<file path="src/rtl/btn_pulse_sync.sv">
// Button input stage: 2-FF sync, per-button debounce, and a release-locked press FSM
// that emits one-cycle press pulses. Optional auto-repeat is enabled by BTN_AUTOREPEAT_EN.
module btn_pulse_sync #(
  parameter int DEBOUNCE_CYCLES = 125000,
  parameter int CNT_W           = 22,
  parameter int REPEAT_DELAY    = 3125000,
  parameter int REPEAT_PERIOD   = 625000
) (
  input  logic       clk_6p25,
  input  logic       rst_n,
  input  logic       btnL,
  input  logic       btnR,
  input  logic       btnC,
  output logic       pulse_l,
  output logic       pulse_r,
  output logic       pulse_c,
  output logic [2:0] btn_held,
  output logic       armed
);

  // Counters must be able to hold every terminal count they compare against.
  if ((DEBOUNCE_CYCLES < 1) || (DEBOUNCE_CYCLES > (1 << CNT_W)) ||
      (REPEAT_DELAY < 1) || (REPEAT_DELAY > (1 << CNT_W)) ||
      (REPEAT_PERIOD < 1) || (REPEAT_PERIOD > (1 << CNT_W))) begin : g_cfg_error
    $error("btn_pulse_sync: CNT_W too small or cycle parameter out of range");
  end

  localparam logic [CNT_W-1:0] DB_MAX = CNT_W'(DEBOUNCE_CYCLES - 1);

  typedef enum logic [1:0] {
    ST_IDLE   = 2'd0,
    ST_ARMED  = 2'd1,
    ST_LOCKED = 2'd2
  } state_t;

  logic [2:0]            raw_s;
  logic [2:0]            sync1_r;
  logic [2:0]            sync2_r;
  logic [2:0]            held_r;
  logic [2:0]            held_nxt_s;
  logic [2:0][CNT_W-1:0] db_cnt_r;
  logic [2:0][CNT_W-1:0] db_cnt_nxt_s;
  logic [CNT_W-1:0]      rel_cnt_r;
  logic [CNT_W-1:0]      rel_cnt_nxt_s;
  logic                  all_low_s;
  logic                  rel_done_s;
  logic [2:0]            rise_s;
  logic [2:0]            win_s;
  logic [2:0]            win_r;
  logic [2:0]            win_nxt_s;
  logic [2:0]            pulse_vec_r;
  logic [2:0]            pulse_nxt_s;
  logic                  armed_r;
  state_t                state_r;
  state_t                state_nxt_s;
`ifdef BTN_AUTOREPEAT_EN
  logic [CNT_W-1:0]      rep_cnt_r;
  logic [CNT_W-1:0]      rep_cnt_nxt_s;
  logic                  rep_first_r;
  logic                  rep_first_nxt_s;
  logic                  rep_dead_r;
  logic                  rep_dead_nxt_s;
  logic [CNT_W-1:0]      rep_thr_s;
`endif

  assign raw_s = {btnC, btnR, btnL};

  // Per-button debounce: flip the held level after DEBOUNCE_CYCLES of persistent mismatch.
  always_comb begin
    held_nxt_s   = held_r;
    db_cnt_nxt_s = db_cnt_r;
    for (int i = 0; i < 3; i++) begin
      if (sync2_r[i] != held_r[i]) begin
        if (db_cnt_r[i] == DB_MAX) begin
          held_nxt_s[i]   = ~held_r[i];
          db_cnt_nxt_s[i] = '0;
        end else begin
          db_cnt_nxt_s[i] = db_cnt_r[i] + CNT_W'(1);
        end
      end else begin
        db_cnt_nxt_s[i] = '0;
      end
    end
  end

  // Release counter (saturating) and L > R > C winner selection among new debounced rises.
  always_comb begin
    all_low_s  = (sync2_r == 3'b000);
    rel_done_s = all_low_s && (rel_cnt_r == DB_MAX);
    if (!all_low_s) begin
      rel_cnt_nxt_s = '0;
    end else if (rel_cnt_r == DB_MAX) begin
      rel_cnt_nxt_s = rel_cnt_r;
    end else begin
      rel_cnt_nxt_s = rel_cnt_r + CNT_W'(1);
    end
    rise_s = held_nxt_s & ~held_r;
    if (rise_s[0]) begin
      win_s = 3'b001;
    end else if (rise_s[1]) begin
      win_s = 3'b010;
    end else if (rise_s[2]) begin
      win_s = 3'b100;
    end else begin
      win_s = 3'b000;
    end
  end

  // Press FSM next state, pulse request and optional auto-repeat.
  always_comb begin
    state_nxt_s = state_r;
    pulse_nxt_s = 3'b000;
    win_nxt_s   = win_r;
`ifdef BTN_AUTOREPEAT_EN
    rep_cnt_nxt_s   = rep_cnt_r;
    rep_first_nxt_s = rep_first_r;
    rep_dead_nxt_s  = rep_dead_r;
    rep_thr_s       = rep_first_r ? CNT_W'(REPEAT_DELAY - 1) : CNT_W'(REPEAT_PERIOD - 1);
`endif
    case (state_r)
      ST_IDLE: begin
        if (rel_done_s) begin
          state_nxt_s = ST_ARMED;
        end else begin
          state_nxt_s = ST_IDLE;
        end
      end
      ST_ARMED: begin
        if (rise_s != 3'b000) begin
          state_nxt_s = ST_LOCKED;
          pulse_nxt_s = win_s;
          win_nxt_s   = win_s;
`ifdef BTN_AUTOREPEAT_EN
          rep_cnt_nxt_s   = '0;
          rep_first_nxt_s = 1'b1;
          rep_dead_nxt_s  = 1'b0;
`endif
        end else begin
          state_nxt_s = ST_ARMED;
        end
      end
      ST_LOCKED: begin
        if (held_r == 3'b000) begin
          state_nxt_s = ST_IDLE;
        end else begin
          state_nxt_s = ST_LOCKED;
        end
`ifdef BTN_AUTOREPEAT_EN
        // Repeat only while the winner alone stays held; any disturbance kills it for this press.
        if (!rep_dead_r && (held_r == win_r) && (held_nxt_s == win_r)) begin
          if (rep_cnt_r == rep_thr_s) begin
            pulse_nxt_s     = win_r;
            rep_cnt_nxt_s   = '0;
            rep_first_nxt_s = 1'b0;
          end else begin
            rep_cnt_nxt_s = rep_cnt_r + CNT_W'(1);
          end
        end else begin
          rep_cnt_nxt_s  = '0;
          rep_dead_nxt_s = 1'b1;
        end
`endif
      end
      default: begin
        state_nxt_s = ST_IDLE;
      end
    endcase
  end

  // State and output registers with synchronous active-low reset.
  always_ff @(posedge clk_6p25) begin
    if (!rst_n) begin
      sync1_r     <= 3'b000;
      sync2_r     <= 3'b000;
      held_r      <= 3'b000;
      db_cnt_r    <= '0;
      rel_cnt_r   <= '0;
      win_r       <= 3'b000;
      pulse_vec_r <= 3'b000;
      armed_r     <= 1'b0;
      state_r     <= ST_IDLE;
`ifdef BTN_AUTOREPEAT_EN
      rep_cnt_r   <= '0;
      rep_first_r <= 1'b0;
      rep_dead_r  <= 1'b0;
`endif
    end else begin
      sync1_r     <= raw_s;
      sync2_r     <= sync1_r;
      held_r      <= held_nxt_s;
      db_cnt_r    <= db_cnt_nxt_s;
      rel_cnt_r   <= rel_cnt_nxt_s;
      win_r       <= win_nxt_s;
      pulse_vec_r <= pulse_nxt_s;
      armed_r     <= (state_nxt_s == ST_ARMED);
      state_r     <= state_nxt_s;
`ifdef BTN_AUTOREPEAT_EN
      rep_cnt_r   <= rep_cnt_nxt_s;
      rep_first_r <= rep_first_nxt_s;
      rep_dead_r  <= rep_dead_nxt_s;
`endif
    end
  end

  assign pulse_l  = pulse_vec_r[0];
  assign pulse_r  = pulse_vec_r[1];
  assign pulse_c  = pulse_vec_r[2];
  assign btn_held = held_r;
  assign armed    = armed_r;

endmodule

</file>
<file path="config.mk">
export PLATFORM = sky130hd
export DESIGN_NAME = btn_pulse_sync
export DESIGN_NICKNAME = d
export VERILOG_FILES = /design/src/rtl/btn_pulse_sync.sv
export SDC_FILE = /design/constraint.sdc
export NUM_CORES = 1
export LEC_CHECK = 0
export BUFFER_PORTS_ARGS = -buffer_cell sky130_fd_sc_hd__buf_4
export CORE_MARGIN = 2
export CORE_UTILIZATION = 50
export CTS_BUF_LIST = sky130_fd_sc_hd__clkbuf_8
export CTS_CLUSTER_SIZE = 16
export DETAILED_ROUTE_END_ITERATION = 16
export PLACE_DENSITY = 0.71
export SYNTH_ARGS = -nofsm -noshare
export SYNTH_HDL_FRONTEND = slang
export SYNTH_SLANG_ARGS = --single-unit
</file>
<file path="constraint.sdc">
create_clock -name clk_6p25 -period 2.4 [get_ports clk_6p25]
set_input_delay 0 -clock clk_6p25 [delete_from_list [all_inputs] [get_ports clk_6p25]]
set_output_delay 0 -clock clk_6p25 [all_outputs]
set_load 0.02 [all_outputs]
</file>
==> results.txt <==
Worst-Margin Slew: 0.496 ns
Antenna Cells: 0
max-slew violations: 0
EDFF count, synth: 0
core area: 0.00920 mm²
CP Capture Type: register
Residual DRC: 0
period utilisation layout: 91.4%
commonest non-fill, non-tap cell in the layout: dfxtp_1
placed cell areas: 0.00489 mm²
Async S/R FF share, synth: 0%
FP Rows: 35
synth warn: 0
via count: 3,914
cells taking the most area after synthesis: dfxtp_1, nor2_1, xor2_1
pwr dens: 556 mW/mm²
clock period minus worst slack: 2.19 ns
syn avg cell area: 8.63 µm²
H-tree depth: 3
maxcap violations: 0
top_reg_cell synth: dfxtp_1
CTS Hold Buffers Added: 7
Placed Cells: 654
sequential cell area fraction in the yosys report: 43.7%
Root Buffer: clkbuf_8
DR pass1 iterations: 5
GRT Overall Usage: 18.7%
area growth from synthesis to layout: 9.42%
GP Congestion: 0.854
Peak supply drop: 0.364 mV
largest area contributor in the netlist: dfxtp_1
DR WL/cell: 13.5 µm
Startpoint Class: register
HP Class: register to register
layout cells sized above 1: 7.79%
most frequent cells in the layout: dfxtp_1, nor2_1, nand2_1
Synth cell types: 50
unrepaired setup endpoints after global routing: no
Max Clk Rate: 456 MHz
Setup Skew: 0.0121 ns
antenna violations before repair: 0
Static Leakage: 1.61 nW
Initial Util: 51.3%
setup repair bufs after CTS: 0
Setup TNS: 0 ns
Synth Instances: 546
Synth top area share: 43.7%
HPWL after DPL: 6380 µm
Synthesized Nets: 555
FILL cells: 836
Ports: 12
vias in the first global route: 3,678
final core utilization: 56.1%
GR Overflow Total: 0
Netlist Area Pre-Place: 0.00471 mm²
die width: 101 µm
DR iter-0 viols: 156
die area: 0.0102 mm²
post-CTS resize count: 0
Worst EP required: 2.68 ns
Routed WL: 9100 µm
Die Ht: 101 µm
clock latency on the worst-skew pair: 0.35 ns
I/O Buffers: 11
largest net degree at the start of global routing: 23
Slew headroom: 66.7%
Num CTS Buffers: 9
Final Hold Fails: 0
register bit count reported by yosys: 103
Nets: 570
Layout Cells excl Fill: 676
CTS tree: built
first-pass GRT wire length: 15,900 µm
number of routed nets with antenna violations: 0
status: completed
Reg clk slew, reported paths: 0.09 ns
CTS Buffer Depth: 2
total power: 2.87 mW
vias per inst: 5.79
critical path peak fanout: 9
final instance area: 0.00516 mm²
clk sinks: 103
Final setup viols: 0
crit path DAT: 2.48 ns
critical path type: register to register
[routing by layer]
metal	GRT usage [%]	wire length (µm)	part of all wire, %	vias up
met5	0	0	0	-
met4	6.13	104	1.1	0
met3	3.05	247	2.7	9
met2	31.9	4300	47	49
met1	24.3	4450	49	1836
li1	-	-	-	2020
[worst paths after layout]
| kind | start | cells past startpoint | slack, ns | endpoint |
|---|---|---|---|---|
| min | sync1_r[2] | 1 | 0.44 | sync2_r[2] |
| min reg2reg | sync1_r[2] | 1 | 0.44 | sync2_r[2] |
| max reg2reg | db_cnt_r[44] | 5 | 0.21 | db_cnt_r[62] |
| max | db_cnt_r[44] | 5 | 0.21 | db_cnt_r[62] |
[cell type report]
cell class,count,area [µm²],share of cell area (%)
repair buffers,25,205,3.98
inverters,14,52.6,1.02
clock buffers,10,138,2.67
well taps,111,139,2.69
clock inverters,5,57.6,1.12
multi-input cells,408,2500,48.6
flip-flops and latches,103,2060,40.0
[sequential cells by signal (all words and copies together) (netlist names)]
signal / flops
db_cnt_r: 66
rel_cnt_r: 22
btn_held: 3
pulse_vec_r: 3
sync1_r: 3
sync2_r: 3
state_r: 2
armed: 1
[where the power goes]
group          switching, mW  internal [mW]
sequential           0.00760           1.72
clock                  0.571          0.508
combinational         0.0341         0.0287
total                  0.613           2.25
[synth_stat cells (all sizes together) (4+ instances only)]
library cell	instances
o31ai	10
buf	6
nand4	25
dfxtp	103
a21oi	30
or4	16
nor3	19
inv	14
o211ai	5
xnor2	23
ha	4
nor4bb	4
nor4	13
nand2b	5
and2	11
and4	10
o21a	4
nand3	31
o21ai	25
or3	21
and3	6
nand2	32
nor2	60
nor4b	6
clkbuf	15
xor2	25
[stage by stage]
step | hold slack (ns) | setup WS, ns
finish | 0.442 | 0.207
global route | 0.461 | 0.0893
CTS | 0.447 | 0.220
detailed placement | 0.212 | 0.278
global placement | 0.213 | 0.366
floorplan | 0.127 | 0.475
[critical path: stages (launching register included)]
cell and delay [ns]:
dfxtp_1 0.39, ha_1 0.25, nand3_1 0.17, or4_1 0.69, or4_1 0.46, a21oi_1 0.16
[kinds of logic (layout without fill, tap and decap cells)]
logic type	after synthesis	count (layout)	share of synthesized area, %
xor gates and xnor gates	48	48	8.92
buffers and inverters	35	54	3.13
and+or+nand+nor	269	269	31.8
muxes	1	1	0.239
adders and majority gates	4	4	1.06
DFF	103	103	43.7
AOI/OAI and AO/OA	86	86	11.1
(Power assumes the default switching activity.)
